File: config.mk
export PLATFORM = sky130hd
export DESIGN_NAME = kalk_sterownik
export DESIGN_NICKNAME = d
export VERILOG_FILES = /design/src/rtl/kalk_sterownik.sv
export SDC_FILE = /design/constraint.sdc
export NUM_CORES = 1
export LEC_CHECK = 0
export CAP_MARGIN = 20
export CORE_ASPECT_RATIO = 1.2
export CORE_UTILIZATION = 64
export DETAILED_ROUTE_END_ITERATION = 8
export PLACE_DENSITY = 0.86
export SLEW_MARGIN = 20
export SYNTH_ARGS = -nofsm -noshare
export SYNTH_HDL_FRONTEND = slang
export SYNTH_SLANG_ARGS = --single-unit
File: constraint.sdc
create_clock -name CLOCK_50 -period 8.13 [get_ports CLOCK_50]
set_clock_uncertainty 0.05 [all_clocks]
set_input_delay 0.813 -clock CLOCK_50 [delete_from_list [all_inputs] [get_ports CLOCK_50]]
set_output_delay 0.813 -clock CLOCK_50 [all_outputs]
set_load 0.05 [all_outputs]
File: src/rtl/kalk_sterownik.sv
`default_nettype none
// ============================================================================
//  Module      : kalk_sterownik
//  Description : Push-button calculator controller. Synchronises four
//                active-low keys, runs add / subtract / shift-add multiply
//                on two 5-bit operands, converts the result to BCD by
//                iterative double-dabble and drives four digit outputs
//                plus a binary LED copy of the result magnitude.
//  Revision    : 1.0 - initial release
// ============================================================================
module kalk_sterownik #(
   parameter int SYNC_STAGES = 2
) (
   input  logic       CLOCK_50,
   input  logic       reset,
   input  logic [3:0] KEY,
   input  logic [9:0] SW,
   output logic [3:0] cyfra0,
   output logic [3:0] cyfra1,
   output logic [3:0] cyfra2,
   output logic [3:0] cyfra3,
   output logic       busy,
   output logic       done,
   output logic [9:0] LEDR
);

   typedef enum logic [1:0] {
      IDLE = 2'd0,
      CALC = 2'd1,
      CONV = 2'd2,
      DONE = 2'd3
   } state_t;

   localparam logic [1:0] OP_ADD = 2'd0;
   localparam logic [1:0] OP_SUB = 2'd1;
   localparam logic [1:0] OP_MUL = 2'd2;
   localparam logic [3:0] MINUS  = 4'd10;

   // key synchroniser chain and falling-edge detection
   logic [3:0] sync_q [SYNC_STAGES];
   logic [3:0] key_prev;
   logic [3:0] ev;

   state_t     state;
   logic [1:0] op;
   logic [4:0] a_q;
   logic [4:0] b_q;
   logic       neg;
   logic [9:0] mcand;
   logic [4:0] mplier;
   logic [9:0] acc;
   logic [3:0] step;
   logic [9:0] bin;
   logic [9:0] res;
   logic [15:0] bcd;

   logic [9:0]  add_res;
   logic [4:0]  sub_mag;
   logic [9:0]  acc_next;
   logic [15:0] bcd_adj;
   logic [15:0] bcd_next;

   // shift the raw keys through the synchroniser; reset means "released"
   always_ff @(posedge CLOCK_50 or posedge reset) begin
      if (reset) begin
         for (int i = 0; i < SYNC_STAGES; i++) sync_q[i] <= 4'hF;
         key_prev <= 4'hF;
      end else begin
         sync_q[0] <= KEY;
         for (int i = 1; i < SYNC_STAGES; i++) sync_q[i] <= sync_q[i-1];
         key_prev <= sync_q[SYNC_STAGES-1];
      end
   end

   assign ev = key_prev & ~sync_q[SYNC_STAGES-1];

   // arithmetic for the CALC step and one double-dabble iteration
   always_comb begin
      add_res  = {5'd0, a_q} + {5'd0, b_q};
      sub_mag  = (a_q >= b_q) ? (a_q - b_q) : (b_q - a_q);
      acc_next = acc + (mplier[0] ? mcand : 10'd0);
      bcd_adj  = bcd;
      for (int n = 0; n < 4; n++) begin
         if (bcd[n*4 +: 4] >= 4'd5) bcd_adj[n*4 +: 4] = bcd[n*4 +: 4] + 4'd3;
      end
      bcd_next = (bcd_adj << 1) | {15'd0, bin[9]};
   end

   // main controller: operand latch, arithmetic, conversion, output load
   always_ff @(posedge CLOCK_50 or posedge reset) begin
      if (reset) begin
         state  <= IDLE;
         op     <= OP_ADD;
         a_q    <= '0;
         b_q    <= '0;
         neg    <= 1'b0;
         mcand  <= '0;
         mplier <= '0;
         acc    <= '0;
         step   <= '0;
         bin    <= '0;
         res    <= '0;
         bcd    <= '0;
         cyfra0 <= '0;
         cyfra1 <= '0;
         cyfra2 <= '0;
         cyfra3 <= '0;
         LEDR   <= '0;
         busy   <= 1'b0;
         done   <= 1'b0;
      end else if (ev[3]) begin
         // clear wins over everything, including a same-cycle operation key
         state  <= IDLE;
         cyfra0 <= '0;
         cyfra1 <= '0;
         cyfra2 <= '0;
         cyfra3 <= '0;
         LEDR   <= '0;
         busy   <= 1'b0;
         done   <= 1'b0;
      end else begin
         case (state)
            IDLE: begin
               done <= 1'b0;
               if (|ev[2:0]) begin
                  a_q    <= SW[4:0];
                  b_q    <= SW[9:5];
                  op     <= ev[0] ? OP_ADD : (ev[1] ? OP_SUB : OP_MUL);
                  mcand  <= {5'd0, SW[9:5]};
                  mplier <= SW[4:0];
                  acc    <= '0;
                  step   <= '0;
                  busy   <= 1'b1;
                  state  <= CALC;
               end
            end
            CALC: begin
               if (op == OP_MUL) begin
                  // one multiplier bit per cycle, five cycles in total
                  acc    <= acc_next;
                  mcand  <= mcand << 1;
                  mplier <= mplier >> 1;
                  step   <= step + 4'd1;
                  if (step == 4'd4) begin
                     bin   <= acc_next;
                     res   <= acc_next;
                     neg   <= 1'b0;
                     bcd   <= '0;
                     step  <= '0;
                     state <= CONV;
                  end
               end else begin
                  bin   <= (op == OP_ADD) ? add_res : {5'd0, sub_mag};
                  res   <= (op == OP_ADD) ? add_res : {5'd0, sub_mag};
                  neg   <= (op == OP_SUB) && (a_q < b_q);
                  bcd   <= '0;
                  step  <= '0;
                  state <= CONV;
               end
            end
            CONV: begin
               bcd  <= bcd_next;
               bin  <= bin << 1;
               step <= step + 4'd1;
               if (step == 4'd9) begin
                  // final iteration: load the finished digits directly
                  cyfra0 <= bcd_next[3:0];
                  cyfra1 <= bcd_next[7:4];
                  cyfra2 <= bcd_next[11:8];
                  cyfra3 <= neg ? MINUS : bcd_next[15:12];
                  LEDR   <= res;
                  busy   <= 1'b0;
                  done   <= 1'b1;
                  state  <= DONE;
               end
            end
            DONE: begin
               done  <= 1'b0;
               state <= IDLE;
            end
            default: state <= IDLE;
         endcase
      end
   end

endmodule
`default_nettype wire
* After elaboration in Yosys (flattened, before gate mapping) *
Cells that the tools add are included.

operators by class
  $lt $le $gt $ge = 6
  multiplexer cells = 59
  equality and inequality tests = 14
  reduce and logical (&&, ||, !) cells = 21
  add/sub/neg operators = 9
  bitwise operators = 4

operators with widths
  operator                                                                             number
  10-bit two-way mux                                                                   10
  4-bit two-way mux                                                                    19
  10-bit one-hot mux with 2 select lines                                               3
  16-bit two-way mux                                                                   2
  16-bit one-hot mux with 2 select lines                                               1
  3-bit AND reduction                                                                  6
  4-bit by 3-bit greater-or-equal comparator with 1-bit output, second input constant  4
  16-bit by 1-bit OR with 16-bit output                                                1
  5-bit two-way mux                                                                    3
  2-bit two-way mux                                                                    7
  4-bit by 2-bit adder with 4-bit output, second input constant                        3
  4-bit one-hot mux with 3 select lines                                                1
  10-bit adder                                                                         1
  5-bit one-hot mux with 2 select lines                                                1
  5-bit subtractor                                                                     2
  3-bit inequality test, second input constant                                         3
  3-bit nonzero test                                                                   3
  2-bit one-hot mux with 4 select lines                                                1
  2-bit nonzero test                                                                   4
  1-bit two-way mux                                                                    7
  5-bit by 5-bit adder with 6-bit output                                               1
  2-bit equality test, second input constant                                           3
  6-bit two-way mux                                                                    1
  5-bit greater-or-equal comparator                                                    1
  other kinds (20)                                                                     25

word-level totals
  logic and storage cells = 135
  flip-flop bits (word level) = 120
  bits of input ports = 16

* Longest topological paths before layout *
Gate-level depths: netlist of run 1.

  word-level depth = 7
  mapped depth = 10
  mapped depth without buffers = 9

* Worst setup path before layout of run 1 *
OpenSTA, ideal clock, no wires.

  path type = reg-to-reg
  start = register mplier[0]
  end = register bin[6]
  data required time = 7.953 ns
  setup time = 0.127 ns
  data arrival time = 2.179 ns
  setup slack = 5.774 ns
  path buffers = 1
  cell stages (with the launch flop) = 11
  cell sequence = dfrtp_1 > clkbuf_1 > and2_1 > ha_1 > fa_1 > a211oi_2 > o21bai_1 > a21oi_1 > xnor2_1 > a221oi_1 > nor2_1

between the ends
  word-level cells in the longest chain between the ends = 5

RTL lines
  item                                    RTL line  RTL
  start, declared                         50        logic [4:0] mplier;
  start signal, assigned                  130       mplier <= SW[4:0];
  start signal, assigned                  142       mplier <= mplier >> 1;
  10-bit two-way mux                      81        acc_next = acc + (mplier[0] ? mcand : 10'd0);
  10-bit adder                            81
  10-bit two-way mux                      144       if (step == 4'd4) begin
  10-bit two-way mux                      138       if (op == OP_MUL) begin
  10-bit one-hot mux with 2 select lines  122       case (state)
  end signal, assigned                    145       bin <= acc_next;
  end signal, assigned                    153       bin <= (op == OP_ADD) ? add_res : {5'd0, sub_mag};
  end signal, assigned                    163       bin <= bin << 1;
  end, declared                           53        logic [9:0] bin;

Every way passes these cells. The select of a mux whose other input is x is not followed.
A chain may end at the register's enable or synchronous reset.

* Final worst setup path of run 1 *
  start = register state[0]
  end = register cyfra3[0]

between the ends
  word-level cells in the longest chain between the ends = 3

RTL lines
  item                           RTL line  RTL
  start, declared                44        state_t state;
  start signal, assigned         92        state <= IDLE;
  start signal, assigned         113       state <= IDLE;
  start signal, assigned         134       state <= CALC;
  2-bit equality test            122
  2-bit nonzero test (no line)   -
  2-bit AND reduction (no line)  -
  end signal, assigned           170       cyfra3 <= neg ? MINUS : bcd_next[15:12];
  end, declared                  21        output logic [3:0] cyfra3,

Every way passes these cells.

==> run_results.csv, run 1 <==
group,metric,value,unit
logic_synthesis,synth.top_cell.area_share,41.5,%
logic_synthesis,synth.distinct_cells,73,
die,initial_core_util,67.0,%
die,io-pin-count,44,
grt,gr-usage-all-layers,30.0,%
power_and_ir_drop,p_leak,3.40,nW
critical_path,required,8430,ps
power_and_ir_drop,pwr_density_cell,375,nW/um^2
logic_synthesis,synth_warnings,0,
cts,clk-insertion-delay-late,420,ps
critical_path,slowest_stage,"nand2_1",
sta,grt_setup_unrepaired,"no",
cts,numCtsBuffers,17,
critical_path,crit_cells,6,
logic_synthesis,syn_inst,670,
critical_path,r2r_setup_slack,5430,ps
sta,min_period,2700,ps
critical_path,crit_type,"flip-flop to flip-flop",
detailed_routing,ant_nets,0,
layout,drive_gt1_share,11.7,%
die,die_h,112,um
cts,cts.clk_slew.worst_paths,60,ps
logic_synthesis,synth_edf_count,0,
logic_synthesis,ys.flop_type,"dfrtp_1",
cts,cts_tree,"yes",
critical_path,start_kind,"flip-flop",
die,num_rows,39,
power_and_ir_drop,irDropWorstVdd,0.000265,V
status,status,"finished clean",
layout,nFillCells,594,
critical_path,arrival,3000,ps
detailed_routing,drt_pass1_iterations,5,
critical_path,rr_worst_depth,6,
critical_path,setup.worst_path.end_class,"flip-flop",
logic_synthesis,synth.net_count,729,
worst_hold_path,hold_depth,0,
layout,syn_to_final_growth,16.3,%
sta,fmax,370,MHz
placement,place_area,6950,um^2
sta,setup_violations,0,
run,max_cap_violations,0,
grt,grt_max_degree,83,
sta,fin_crit_sh,33.3,%
sta,hold_viol_final,0,
cts,post_cts_buffers,0,
die,coreArea,9710,um^2
logic_synthesis,yosysSeqAreaShare,46.4,%
die,dieArea,10600,um^2
critical_path,crit_family,"simple AND/OR/NAND/NOR gates",
detailed_routing,via_per_inst,6.14,
layout,final_cell_count_no_fill,839,
sta,timing.setup.tns,0,ps
grt,grt_antenna_before_repair,0,
critical_path,path_cells,"inv_1 -> ha_1 -> nand2_1 -> nor3_1 -> a21oi_1 -> nor2_1",
logic_synthesis,avgSynthCellArea,9.71,um^2
detailed_routing,num_vias,5149,
logic_synthesis,yosys-top-cells-area,"dfrtp_1 42%, ha_1 7.5%, nand2_1 5.2%",
detailed_routing,totalWireLength,14.5,mm
detailed_routing,first_iter_violations,290,
sta,maxSlewHeadroom,32.2,%
detailed_routing,drc,0,
logic_synthesis,synth-seq-cells,120,
logic_synthesis,async_reset_ff_share,100,%
critical_path,worstReg2RegStart,"state[0]",
cts,cts_resized,0,
placement,portBuffers,43,
layout,num_antenna_cells,0,
die,fp.dieW,94.0,um
cts,cts_sinks,120,
detailed_routing,wl_per_cell,17.3,um
sta,tightest_slew,1020,ps
grt,grt_pass1_wl,24.3,mm
critical_path,path_max_fanout,24,
critical_path,path_buf_inv,1,
layout,regArea,3020,um^2
cts,cts_hold_buffers,0,
layout,design_area,7560,um^2
cts,cts_buffer_depth,2,
cts,htree_levels,4,
grt,first_global_vias,5157,
placement,hpwl,9.86,mm
logic_synthesis,netlist_area,6510,um^2
placement,numPlacedInstances,809,
worst_hold_path,min-delay-start,"sync_q[5]",
layout,multiInputGateArea,3200,um^2
logic_synthesis,synth_common_cells,"108 x dfrtp_1, 90 x nand2_1, 52 x o21ai_0",
sta,final_max_slew_viol_count,0,
cts,root_buffer,"clkbuf_16",
layout,num-nets-final,764,
logic_synthesis,synth.most_common_cell,"dfrtp_1",
critical_path,reg2reg_to,"cyfra3[0]",
worst_hold_path,hold-path-endpoint,"sync_q[1]",
logic_synthesis,synth_area_leader_cell,"dfrtp_1",
grt,grt_overflow,0,
critical_path,crit_path_max_incr_delay,750,ps
placement,place_congestion,0.934,
worst_hold_path,worstHoldPathType,"flip-flop to flip-flop",
-- worst reg2reg max path: stages, from the launching register on --
cell and delay (ps):
dfrtp_1 400, inv_1 140, ha_1 680, nand2_1 760, nor3_1 430, a21oi_1 70
nor2_1 120
-- report_power, final --
| group | switching (mW) | total (mW) | internal (mW) | leakage (nW) |
|---|---|---|---|---|
| clock network | 0.261 | 0.780 | 0.518 | 0.301 |
| logic | 0.728 | 1.18 | 0.455 | 1.54 |
| registers | 0.135 | 0.871 | 0.737 | 1.56 |
-- layout make-up --
cell class	instances	area share (%)
Clock inverter	7	1.54
Multi-Input combinational cell	488	42.3
Clock buffer	23	6.58
Inverter	32	1.62
Sequential cell	120	39.9
Timing Repair Buffer	46	6.04
Tap cell	123	2.03
-- sequential cells by signal, summed over array words and instances (netlist names), 5 cells and up --
signal  cells
a_q         5
b_q         5
acc        10
mcand      10
res        10
LEDR       10
mplier      5
bcd        16
bin        10
sync_q      8
-- per-layer routing --
layer | GRT usage, % | routed length [um]
met1 | 35.8 | 5840
met2 | 51.2 | 7510
met3 | 6.57 | 743
met4 | 14.2 | 434
met5 | 0 | 0
-- cell usage in the layout, fill, tap and decap left out, types with 3 or more instances in the layout --
cell and count:
o21ai_1 11, nand3b_1 3, nor3_1 10, nand2b_1 12, mux2_2 11, nor2b_1 5, dfstp_2 12, clkbuf_8 5
a22o_1 8, a211oi_1 5, a311oi_1 3, o22ai_1 4, nand3_1 22, nor3b_1 4, nand2_1 90, nand2_2 3
and2_1 11, o21ai_0 52, ha_1 39, fa_1 4, clkdlybuf4s50_1 43, o211ai_1 4, mux2i_1 15, and3_1 4
xor2_1 7, xnor2_1 10, or3b_2 3, dfrtp_1 108, bufinv_16 3, nor2b_2 3, a21o_1 4, inv_1 30
o31ai_1 9, a21oi_1 46, clkbuf_16 17, nor2_1 46
-- kinds of logic after synthesis --
family	synth area share, %
XOR/XNOR	2.29
multiplexers	4.21
AO/OA/AOI/OAI	16.8
flip-flops	46.4
adder cells (fa/ha/maj)	8.73
buffers and inverters	4.48
AND/OR/NAND/NOR	17.1
-- stage by stage --
stage	hold slack, ps	total power, mW	setup slack, ps	util [%]
final	306	2.83	5430	77.9
after detailed placement	298	2.03	5380	71.5
after floorplan	295	1.80	4100	-
after global placement	296	1.97	5460	71.5
after global routing	308	3.01	5120	77.9
after CTS	307	2.82	5430	77.9
-- worst max path at each step --
stage	slack [ps]	startpoint	to
final	5430	state[0]	cyfra3[0]
after global routing	5120	state[0]	cyfra3[0]
after CTS	5430	state[0]	cyfra3[0]
after detailed placement	5380	reset	cyfra2[1]
after global placement	5460	reset	cyfra0[1]
after floorplan	4100	reset	LEDR[0]
Power figures use the tool's default switching activity.
==> inputs of run 2 (changes only) <==
Settings changed: CORE_UTILIZATION 64 to 54, PLACE_DENSITY 0.86 to 0.77.
Clock period 8.13 ns to 2.2 ns, I/O delays scaled along.
==> run_results.csv, run 2 (synthesized netlist as in run 1, its figures left out) <==
group,metric,value,unit
status,status,"finished with violations",
status,violations,"negative setup slack",
sta,min_period,2320,ps
grt,grt_overflow,0,
power_and_ir_drop,clkPwrFrac,23.0,%
sta,fmax,432,MHz
layout,largest_register,"bcd",
power_and_ir_drop,p_comb_share,49.1,%
power_and_ir_drop,p_int,6.64,mW
placement,pre_cts_ws,-169,ps
sta,timing.setup.tns,-502,ps
die,coreArea,11700,um^2
critical_path,slowest_stage,"dfrtp_1",
cts,root_buffer,"clkbuf_16",
die,dieArea,12500,um^2
die,initial_core_util,55.7,%
layout,layout_common_cells,"108 x dfrtp_1, 88 x nand2_1, 44 x o21ai_0, 43 x nor2_1, 43 x clkdlybuf4s50_1",
detailed_routing,drc,0,
detailed_routing,totalWireLength,15.0,mm
cts,htree_levels,4,
cts,cts_sinks,120,
sta,grt_setup_unrepaired,"yes",
cts,cts.clk_slew.worst_paths,60,ps
layout,num-nets-final,806,
layout,syn_to_final_growth,25.7,%
sta,final_max_slew_viol_count,0,
sta,fin_crit_sh,105,%
cts,numCtsBuffers,17,
critical_path,path_cells,"and2_4 -> ha_4 -> fa_2 -> a211oi_4 -> nor2_2 -> xnor2_2 -> mux2i_1 -> a222oi_1 -> o31ai_1",
layout,design_area,8180,um^2
run,max_cap_violations,0,
layout,drive_gt1_share,22.5,%
power_and_ir_drop,p_leak,3.60,nW
sta,setup_violations,6,
die,num_rows,43,
sta,maxSlewHeadroom,65.5,%
detailed_routing,via_per_inst,5.65,
detailed_routing,first_iter_violations,276,
sta,tightest_slew,515,ps
grt,grt_antenna_before_repair,0,
grt,gr-usage-all-layers,25.6,%
critical_path,path_max_fanout,3,
placement,place_congestion,0.880,
critical_path,crit_type,"flip-flop to flip-flop",
critical_path,arrival,2550,ps
power_and_ir_drop,switching_power,4.61,mW
detailed_routing,num_vias,5180,
detailed_routing,ant_nets,0,
critical_path,worstReg2RegStart,"mplier[0]",
layout,mostFrequentLayoutCell,"dfrtp_1",
die,io-pin-count,44,
cts,cts_tree,"yes",
critical_path,setup.worst_path.end_class,"flip-flop",
layout,largest_reg_flops,16,
power_and_ir_drop,irDropWorstVdd,0.000867,V
die,fp.dieW,102,um
critical_path,startpoint,"mplier[0]",
detailed_routing,wl_per_cell,16.4,um
sta,hold_viol_final,0,
sta,setup_ws,-116,ps
power_and_ir_drop,pwr_density_cell,1380,nW/um^2
die,die_h,122,um
critical_path,required,2430,ps
critical_path,start_kind,"flip-flop",
placement,portBuffers,43,
grt,grt_pass1_wl,24.5,mm
layout,fin_util,70.0,%
layout,num_antenna_cells,0,
cts,cts_buffer_depth,2,
detailed_routing,drt_pass1_iterations,6,
critical_path,crit_path_max_incr_delay,380,ps
placement,hpwl,10.2,mm
cts,clk-insertion-delay-late,420,ps
power_and_ir_drop,p_seq_share,27.9,%
cts,cts_hold_buffers,0,
power_and_ir_drop,swShare,41.0,%
grt,grt_max_degree,75,
sta,fin_hold_ws,82.9,ps
placement,place_area,7290,um^2
worst_hold_path,worstHoldPathType,"primary input to async pin",
grt,first_global_vias,5199,
==> run 2: cell count changes in the layout (fill, tap and decap cells not counted), sizes merged <==
| cell | before | now |
|---|---|---|
| buf | 3 | 45 |
| clkbuf | 23 | 18 |
| clkinvlp | 1 | 6 |
| inv | 32 | 36 |
| bufinv | 3 | 0 |
| clkinv | 3 | 4 |
==> run 2: per-stage QoR <==
stage	power [mW]	std cells
after global routing	12.0	917
final	11.3	917
after detailed placement	8.05	877
after CTS	10.7	911
after global placement	7.89	877
after floorplan	6.65	670
==> run 2: repair_timing <==
action | CTS | global route
setup buffers | 2 | 6
resized for setup | 6 | 52
endpoints found under the setup margin | 7 | 22
pin swaps | 6 | 18
==> run 2: final cells by class <==
type / count / area, um^2
Inverter: 32 / 124
Timing Repair Buffer: 88 / 810
Tap cell: 157 / 196
Clock buffer: 18 / 439
Fill cell: 864 / 3500
Multi-Input combinational cell: 488 / 3470
Clock inverter: 14 / 119
Sequential cell: 120 / 3020
==> run 2: power groups by stage <==
stage          Clock (mW)  Sequential (mW)  Combinational, mW
3_5_place_dp            0             3.14               4.91
2_1_floorplan           0             3.06               3.60
6_report             2.59             3.14               5.52
4_1_cts              2.63             3.12               4.98
5_1_grt              2.72             3.20               6.08
3_3_place_gp            0             3.11               4.78
==> run 2: critical path: cells and delay by family (launching register included) <==
kind,cells,cell delay [ps]
AND/OR/NAND/NOR,2,260
flip-flops,1,380
multiplexers,1,120
XOR/XNOR,1,160
adder cells (fa/ha/maj),2,530
AO/OA/AOI/OAI,3,690
==> run 2: worst paths after layout <==
check,to,slack [ps],depth (start not counted)
max,bin[4],-120,9
min,cyfra0[2],80,2
max reg2reg,bin[4],-120,9
min reg2reg,sync_q[1],300,0
max in group asynchronous,acc[0],1320,3
min in group CLOCK_50,sync_q[6],150,1
==> run 2: routing by layer <==
layer	global-route usage, %	part of all wire, %	up-vias
li1	-	-	2479
met1	31.1	42	2524
met2	43.2	51	143
met3	5.92	4.4	34
met4	11.1	2.5	0
met5	0	0	-
==> inputs of run 3 (changes only) <==
Settings changed: CORE_MARGIN set to 3, CORE_UTILIZATION 54 to 59, PLACE_DENSITY 0.77 to 0.8.
Clock period 2.2 ns to 2.4 ns, I/O delays scaled along.
==> run_results.csv, run 3 (synthesized netlist as in run 1, its figures left out) <==
group,metric,value,unit
status,status,"finished clean",
detailed_routing,ant_nets,0,
critical_path,slowest_stage,"dfrtp_1",
sta,grt_setup_unrepaired,"yes",
sta,setup_ws,72.3,ps
grt,grt_max_degree,121,
layout,largest_register,"bcd",
power_and_ir_drop,p_leak,3.43,nW
placement,hpwl,9.83,mm
cts,htree_levels,4,
sta,fin_crit_sh,97.0,%
placement,pre_cts_ws,17.3,ps
cts,cts_tree,"yes",
detailed_routing,drt_pass1_iterations,5,
detailed_routing,wl_per_cell,16.3,um
cts,cts_sinks,120,
die,fp.dieW,102,um
critical_path,start_kind,"flip-flop",
cts,numCtsBuffers,17,
layout,final_cell_count_no_fill,861,
power_and_ir_drop,irDropWorstVdd,0.000932,V
layout,num-nets-final,779,
sta,tightest_slew,871,ps
sta,maxSlewHeadroom,41.6,%
sta,min_period,2330,ps
grt,grt_antenna_before_repair,0,
layout,mostFrequentLayoutCell,"dfrtp_1",
layout,largest_reg_flops,16,
sta,setup_violations,0,
sta,hold_viol_final,0,
sta,fmax,430,MHz
cts,cts.clk_slew.worst_paths,50,ps
sta,final_max_slew_viol_count,0,
grt,grt_pass1_wl,23.8,mm
detailed_routing,drc,0,
placement,numPlacedInstances,827,
layout,drive_gt1_share,14.5,%
detailed_routing,wl_met2,7.61,mm
detailed_routing,num_vias,5053,
placement,portBuffers,43,
die,die_h,121,um
detailed_routing,totalWireLength,14.0,mm
detailed_routing,first_iter_violations,227,
critical_path,crit_type,"flip-flop to flip-flop",
critical_path,arrival,2550,ps
grt,gr-usage-all-layers,24.3,%
power_and_ir_drop,p_total,9.52,mW
detailed_routing,m1WireLength,5.66,mm
die,initial_core_util,61.3,%
die,coreArea,10600,um^2
detailed_routing,dr_wl_met3,588,um
critical_path,required,2630,ps
layout,syn_to_final_growth,18.3,%
run,max_cap_violations,0,
die,io-pin-count,44,
detailed_routing,via_per_inst,5.87,
grt,first_global_vias,5095,
die,num_rows,41,
grt,grt_overflow,0,
layout,num_antenna_cells,0,
critical_path,path_max_fanout,3,
placement,place_congestion,0.893,
critical_path,setup.worst_path.end_class,"flip-flop",
worst_hold_path,worstHoldPathType,"primary input to flip-flop",
cts,root_buffer,"clkbuf_16",
detailed_routing,top_layer_used,"met4",
critical_path,path_cells,"and2_4 -> ha_4 -> fa_2 -> a211oi_2 -> nor2_1 -> xnor2_1 -> mux2i_1 -> a222oi_1 -> o31ai_1",
die,dieArea,12300,um^2
cts,clk-insertion-delay-late,410,ps
layout,layout_common_cells,"108 x dfrtp_1, 90 x nand2_1, 52 x o21ai_0, 46 x nor2_1, 45 x a21oi_1",
critical_path,crit_path_max_incr_delay,390,ps
cts,cts_buffer_depth,2,
power_and_ir_drop,pwr_density_cell,1240,nW/um^2
cts,cts_hold_buffers,0,
-- run 3: cell types whose count changed in the layout (fill, tap and decap cells not counted), moves of 4 or more --
cell      delta
ha_1         +5
o21ai_2      -5
xnor2_2      -4
o21ai_0      +8
xnor2_1      +4
inv_6        -4
a21oi_1      +4
clkinv_4     -4
clkinv_2     +5
buf_4       -24
-- run 3: layout make-up --
class                           instances  area [um^2]
Clock buffer                           22          464
Sequential cell                       120         3020
Clock inverter                          9          100
Inverter                               32          124
Tap cell                              129          161
Timing Repair Buffer                   61          578
Fill cell                             765         2920
Multi-Input combinational cell        488         3250
-- run 3: through the flow --
| stage | TNS (ps) | area, um^2 | utilization [%] | hold WS [ps] |
|---|---|---|---|---|
| 2_1_floorplan | 0 | 6510 | - | 194 |
| 3_3_place_gp | 0 | 7060 | 66.5 | 296 |
| 3_5_place_dp | 0 | 7060 | 66.5 | 298 |
| 4_1_cts | 0 | 7620 | 71.8 | 178 |
| 5_1_grt | -86.7 | 7700 | 72.5 | 179 |
| 6_report | 0 | 7700 | 72.5 | 185 |
-- run 3: what timing repair did --
item                       4_1_cts  5_1_grt
setup endpoints to repair        1       11
resized for setup                1        8
pin swaps                        2        9
setup buffers                    0        3
-- run 3: report_power, final --
group          internal (mW)  total (mW)  switching [mW]
clock network           1.56        2.43           0.866
logic                   1.69        4.20            2.51
registers               2.50        2.88           0.388
-- run 3: critical path: cells and delay by family, from the launching register on --
kind / cells / cell delay, ps
xor+xnor: 1 / 190
mux: 1 / 120
simple gates: 2 / 230
flops: 1 / 390
fa+ha+maj: 2 / 530
compound gates: 3 / 700
-- run 3: routing by layer --
layer	GRT usage, %	vias up
li1	-	2434
met1	29.4	2485
met2	43.5	118
met3	4.66	16
met4	7.14	0
met5	0	-
-- run 3: path summary, 6_finish.rpt --
path	start	to	slack (ps)	cells past startpoint
min reg2reg	sync_q[7]	sync_q[3]	310	0
max reg2reg	mplier[0]	bin[4]	70	9
min	KEY[0]	sync_q[4]	190	1
max	mplier[0]	bin[4]	70	9
min in group asynchronous	reset	bcd[2]	320	3
max in group asynchronous	reset	a_q[0]	1520	3
